$ cat src/rtl/tdc_avg.sv
// Windowed averager for TDC samples: collects 2^LOG2N samples, then forms the
// rounded mean together with the window minimum and maximum, and presents the
// result through a hold-until-consumed output stage with a sticky overrun flag.
module tdc_avg #(
    parameter int LOG2N = 4
) (
    input  logic        clk,
    input  logic        rst,
    input  logic        dval,
    input  logic [19:0] in_data,
    input  logic        clr,
    input  logic        rdy,
    output logic [19:0] out_data,
    output logic [19:0] out_min,
    output logic [19:0] out_max,
    output logic        o_dval,
    output logic        o_ovr
);

    localparam int AW = 20 + LOG2N;
    localparam int CW = LOG2N + 1;
    localparam logic [CW-1:0] CNT_LAST = CW'((1 << LOG2N) - 1);
    localparam logic [AW-1:0] HALF     = AW'(1 << (LOG2N - 1));

    typedef enum logic {
        ACC,
        FIN
    } state_t;

    state_t        state_q, state_d;
    logic          dval_q;
    logic [AW-1:0] acc_q, acc_d;
    logic [CW-1:0] cnt_q, cnt_d;
    logic [19:0]   min_q, min_d;
    logic [19:0]   max_q, max_d;
    logic          res_vld_q, res_vld_d;
    logic [19:0]   res_data_q, res_data_d;
    logic [19:0]   res_min_q, res_min_d;
    logic [19:0]   res_max_q, res_max_d;
    logic [19:0]   out_data_q, out_data_d;
    logic [19:0]   out_min_q, out_min_d;
    logic [19:0]   out_max_q, out_max_d;
    logic          o_dval_q, o_dval_d;
    logic          o_ovr_q, o_ovr_d;

    logic          sample;
    logic [AW-1:0] in_ext;
    logic [AW-1:0] acc_rnd;

    assign sample  = dval & ~dval_q;
    assign in_ext  = {{LOG2N{1'b0}}, in_data};
    assign acc_rnd = acc_q + HALF;

    // Window accumulation, FSM sequencing, result staging and output stage.
    always_comb begin
        state_d    = state_q;
        acc_d      = acc_q;
        cnt_d      = cnt_q;
        min_d      = min_q;
        max_d      = max_q;
        res_vld_d  = 1'b0;
        res_data_d = res_data_q;
        res_min_d  = res_min_q;
        res_max_d  = res_max_q;
        out_data_d = out_data_q;
        out_min_d  = out_min_q;
        out_max_d  = out_max_q;
        o_dval_d   = o_dval_q;
        o_ovr_d    = o_ovr_q;

        if (clr) begin
            state_d = ACC;
            acc_d   = '0;
            cnt_d   = '0;
            min_d   = '0;
            max_d   = '0;
        end else begin
            case (state_q)
                ACC: begin
                    if (sample) begin
                        acc_d = acc_q + in_ext;
                        cnt_d = cnt_q + CW'(1);
                        if (cnt_q == '0) begin
                            min_d = in_data;
                            max_d = in_data;
                        end else begin
                            if (in_data < min_q) min_d = in_data;
                            if (in_data > max_q) max_d = in_data;
                        end
                        if (cnt_q == CNT_LAST) state_d = FIN;
                    end
                end
                FIN: begin
                    state_d    = ACC;
                    res_vld_d  = 1'b1;
                    res_data_d = acc_rnd[AW-1:LOG2N];
                    res_min_d  = min_q;
                    res_max_d  = max_q;
                    if (sample) begin
                        acc_d = in_ext;
                        cnt_d = CW'(1);
                        min_d = in_data;
                        max_d = in_data;
                    end else begin
                        acc_d = '0;
                        cnt_d = '0;
                        min_d = '0;
                        max_d = '0;
                    end
                end
                default: state_d = ACC;
            endcase
        end

        if (res_vld_q) begin
            if (!o_dval_q || rdy) begin
                out_data_d = res_data_q;
                out_min_d  = res_min_q;
                out_max_d  = res_max_q;
                o_dval_d   = 1'b1;
            end else begin
                o_ovr_d = 1'b1;
            end
        end else if (o_dval_q && rdy) begin
            o_dval_d = 1'b0;
        end

        if (clr) o_ovr_d = 1'b0;
    end

    // State registers; dval_q resets high so a strobe held high out of reset is not a sample.
    always_ff @(posedge clk) begin
        if (rst) begin
            state_q    <= ACC;
            dval_q     <= 1'b1;
            acc_q      <= '0;
            cnt_q      <= '0;
            min_q      <= '0;
            max_q      <= '0;
            res_vld_q  <= 1'b0;
            res_data_q <= '0;
            res_min_q  <= '0;
            res_max_q  <= '0;
            out_data_q <= '0;
            out_min_q  <= '0;
            out_max_q  <= '0;
            o_dval_q   <= 1'b0;
            o_ovr_q    <= 1'b0;
        end else begin
            state_q    <= state_d;
            dval_q     <= dval;
            acc_q      <= acc_d;
            cnt_q      <= cnt_d;
            min_q      <= min_d;
            max_q      <= max_d;
            res_vld_q  <= res_vld_d;
            res_data_q <= res_data_d;
            res_min_q  <= res_min_d;
            res_max_q  <= res_max_d;
            out_data_q <= out_data_d;
            out_min_q  <= out_min_d;
            out_max_q  <= out_max_d;
            o_dval_q   <= o_dval_d;
            o_ovr_q    <= o_ovr_d;
        end
    end

    assign out_data = out_data_q;
    assign out_min  = out_min_q;
    assign out_max  = out_max_q;
    assign o_dval   = o_dval_q;
    assign o_ovr    = o_ovr_q;

endmodule
$ cat config.mk
export PLATFORM = sky130hd
export DESIGN_NAME = tdc_avg
export DESIGN_NICKNAME = d
export VERILOG_FILES = /design/src/rtl/tdc_avg.sv
export SDC_FILE = /design/constraint.sdc
export NUM_CORES = 1
export LEC_CHECK = 0
export BUFFER_PORTS_ARGS = -buffer_cell sky130_fd_sc_hd__clkbuf_2
export CAP_MARGIN = 5
export CORE_MARGIN = 8
export CORE_UTILIZATION = 55
export DETAILED_ROUTE_END_ITERATION = 16
export GPL_TIMING_DRIVEN = 0
export MAX_ROUTING_LAYER = met4
export PLACE_DENSITY = 0.76
export REMOVE_ABC_BUFFERS = 1
export SLEW_MARGIN = 40
export SYNTH_ARGS = -nofsm -noshare
export SYNTH_HDL_FRONTEND = slang
export SYNTH_SLANG_ARGS = --single-unit
export TNS_END_PERCENT = 10
$ cat constraint.sdc
create_clock -name clk -period 2.6 [get_ports clk]
set_input_delay 0.26 -clock clk [delete_from_list [all_inputs] [get_ports clk]]
set_output_delay 0.26 -clock clk [all_outputs]
set_load 0.1 [all_outputs]
==> metrics.md <==
| Metric | Value |
|---|---|
| Run status | finished clean |
| Critical path launch point | min_q[9]$_SDFFE_PP0P_ |
| Static Leak | 3.882 nW |
| Area share of the largest cell type after synthesis | 0.4281 |
| Max FO, Critical Path | 10 |
| Clock sinks | 194 |
| Non-Filler Instances | 1375 |
| Instance count of the mapped netlist | 1095 |
| Peak supply drop | 0.0004806 V |
| Portion of netlist area occupied by mux cells | 0.003310 |
| Post-detailed-route wirelength per cell | 15.51 um |
| Synth unique cells | 56 |
| Data arrival time of the worst path | 2.80 ns |
| Global route total overflow | 0 |
| Clock latency on the worst-skew pair | 0.44 ns |
| Post-synthesis sequential element count | 194 |
| Main flop type after synthesis | dfxtp_1 |
| Max-capacitance violation count | 0 |
| Clock-pin slew on the worst setup and hold paths | 0.07 ns |
| Die footprint | 0.02086 sq mm |
| Fmax | 404.2 MHz |
| Total half-perimeter wirelength after legalization and detailed placement | 14970 um |
| Number of iterations in the first detailed-routing pass | 5 |
| Worst path required time | 2.92 ns |
| Cell taking the most area after synthesis | dfxtp_1 |
| Worst slew slack as a fraction of its limit | 0.4653 |
| Beginning of the worst register-to-register path | min_q[9]$_SDFFE_PP0P_ |
| Post-synthesis instance area | 0.009071 sq mm |
| Initial core utilization | 0.5549 |
| DRT Wirelength | 21330 um |
| Leading post-synthesis cells by cell area | dfxtp_1 43%, nand2_1 10%, ha_1 8.7% |
| Total instance count after detailed placement | 1339 |
| Post-Route Skew | 0.007650 ns |
| Growth of design area from synthesis to finish | 15.02% |
| Hold Path Origin | dval |
| Starting DRT DRC Count | 470 |
| Post-route clock period utilization | 0.9515 |
| CTS tree | done |
| Largest net degree at the start of global routing | 85 |
| Complex-gate fraction of the synthesized area | 0.2117 |
| Clock Tree Root | clkbuf_16 |
| H-tree lvl count | 4 |
| Most frequent cell on the critical path | a21o_1 |
| Delay of the slowest critical-path stage | 0.45 ns |
| Post-Synth Adder-Cell Area | 0.08910 |
| Die X | 144.4 um |
| Sequential area share after synthesis | 0.4281 |
| Class of the tightest hold or removal check | primary input to register |
| Global-route wire length before repair | 36230 um |
| Via count of the first global-routing pass | 7326 |
| Share of flip-flops with an asynchronous set or reset | 0 |
| Number of diodes added for antenna fixing | 0 |
| Finish-stage setup viols | 0 |
| Final critical-path setup slack | 0.1262 ns |
| Layout Nets | 1231 |
| Kind of cell adding the most delay to the critical path | compound AO/OA/AOI/OAI gates |
| Total routing resource utilization after global routing | 0.2221 |
| Final count of pins violating max slew | 0 |
| Crit path max-delay cell type | nor4b_4 |
| Initial antenna violation count | 0 |
| Row cnt | 47 |
| Synth Area in Simple Gates | 0.1779 |
| Fraction of layout instances using a drive strength above 1 | 0.1273 |
| Launching element type of the critical path | register |
| Core region area | 0.01635 sq mm |
| Post-detailed-route count of antenna-violating nets | 0 |
| Ports | 87 |
| Mean Syn Cell Area | 8.284 sq um |
| Cts bufs inserted | 17 |
| Buffers plus inverters on the worst setup path | 2 |
| Critical Path End Type | register |
| Number of enable flip-flop cells after synthesis | 0 |
| Port Buffers | 86 |
| Total number of yosys warnings | 0 |
| Power density of the placed cells | 591.7 mW/mm^2 |
| Hold Fails Final Rpt | 0 |
| Minimum setup slack after placement | -0.2028 ns |
| Cells traversed along the worst timing path | inv_1 > ha_1 > a21o_1 > a21o_1 > a211oi_1 > nor3_1 > nor4b_4 > o31ai_4 > buf_12 > a22o_1 |
| Die Height | 144.4 um |
| Worst setup path class | register to register |
| Main combinational cell family by area after synthesis | compound AO/OA/AOI/OAI gates |
| Minimum clock period | 2.474 ns |
| Vias per cell | 5.603 |
| Buffer levels on the longest clock path | 2 |
| Detailed-route via count | 7704 |
| Post-Synth XOR/XNOR Area | 0.03862 |
| Gp weighted congestion | 0.8548 |
| Worst slew pin tran | 0.7991 ns |
| Total DRC errors in the routed layout | 0 |
==> per-layer routing <==
| layer | vias to the layer above | GRT usage | wire, um |
|---|---|---|---|
| met5 | - | - | 0 |
| met4 | 0 | 0.06681 | 308 |
| met3 | 27 | 0.03731 | 1106 |
| met2 | 173 | 0.3522 | 10110 |
| met1 | 3594 | 0.2859 | 9803 |
| li1 | 3910 | - | - |
==> cells by family (layout without fill, tap and decap cells) <==
| kind of cell | after synthesis | after routing |
|---|---|---|
| adders and majority gates | 64 | 64 |
| and+or+nand+nor | 380 | 381 |
| DFF | 194 | 194 |
| AOI/OAI and AO/OA | 297 | 298 |
| buffers and inverters | 117 | 175 |
| muxes | 3 | 3 |
| xor gates and xnor gates | 40 | 40 |
==> sequential cells by signal, summed over array words and instances, names as in the netlist, 5 cells and up <==
name / flops
out_min: 20
min_q: 20
res_min_q: 20
max_q: 20
res_data_q: 20
acc_q: 24
res_max_q: 20
out_max: 20
out_data: 20
cnt_q: 5
==> power by group <==
part / internal, mW / switching, mW / leakage, nW
Clock: 1.64 / 1.15 / 0.302
Sequential: 2.99 / 0.0158 / 1.56
Combinational: 0.141 / 0.242 / 2.02
Total: 4.77 / 1.41 / 3.88
==> timing repair <==
item                       4_1_cts  5_1_grt
setup endpoints to repair       40       40
pin swaps                        2        1
hold buffers                     0        0
gates cloned                     2        0
buffers inserted                 1        1
gates resized for setup          2        4
==> worst paths after layout <==
path / end / cells past startpoint / slack, ns
hold reg to reg: out_min[4]$_SDFFE_PP0P_ / 2 / 0.45
hold / removal: dval_q$_SDFF_PP1_ / 2 / 0.05
setup / recovery: min_q[8]$_SDFFE_PP0P_ / 10 / 0.13
setup reg to reg: min_q[8]$_SDFFE_PP0P_ / 10 / 0.13
==> cell usage in the layout, fill, tap and decap left out, types with 3 or more instances in the layout <==
master / instances
nand2_1: 248
buf_16: 3
o21bai_1: 3
mux2i_1: 3
nand2b_1: 3
o22ai_1: 7
o211ai_1: 3
bufinv_16: 4
o21ai_0: 18
and3_1: 9
nor2_1: 52
inv_1: 46
a31oi_1: 10
a21o_1: 15
or3_1: 3
o21ai_1: 6
a211oi_1: 30
nor2b_1: 5
a22o_1: 20
nand4_1: 16
clkbuf_2: 85
ha_1: 63
nor2b_4: 3
a311oi_1: 3
nand3b_1: 4
nor3_1: 7
dfxtp_1: 193
buf_8: 5
a22oi_1: 8
a32o_1: 20
xor2_1: 20
clkbuf_16: 17
xnor2_1: 20
clkinv_2: 3
a21oi_1: 134
nand3_1: 17
a211o_1: 3
==> cell type report <==
type	instances	area, sq um
inverter	46	172.7
tap	220	275.3
multi-input combinational	786	4831
clock inverter	12	178.9
timing repair buffer	97	644.4
clock buffer	20	446.7
fill	1462	5914
sequential	194	3885
==> Yosys cell counts (8+ instances only) <==
cell type / instances
nand2_1: 248
dfxtp_1: 194
a21oi_1: 134
ha_1: 63
clkbuf_1: 61
nor2_1: 53
inv_1: 46
a211oi_1: 30
a22o_1: 20
a32o_1: 20
xnor2_1: 20
xor2_1: 20
o21ai_0: 18
nand3_1: 17
nand4_1: 16
a21o_1: 15
a31oi_1: 10
and3_1: 10
a22oi_1: 8
nor2b_1: 8
nor3_1: 8
==> through the flow <==
stage | TNS, ns | utilization | power, mW | instance area (sq um) | hold WS, ns
2_1_floorplan | -111.00 | - | 3.275 | 8780 | 0.3291
3_3_place_gp | -346.91 | 0.5802 | 3.408 | 9485 | 0.4393
3_5_place_dp | -6.755 | 0.5950 | 3.431 | 9727 | 0.4445
4_1_cts | 0 | 0.6368 | 6.219 | 10410 | 0.03938
5_1_grt | -0.01692 | 0.6382 | 6.396 | 10430 | 0.06043
6_report | 0 | 0.6382 | 6.174 | 10430 | 0.05470
(Power assumes the default switching activity.)
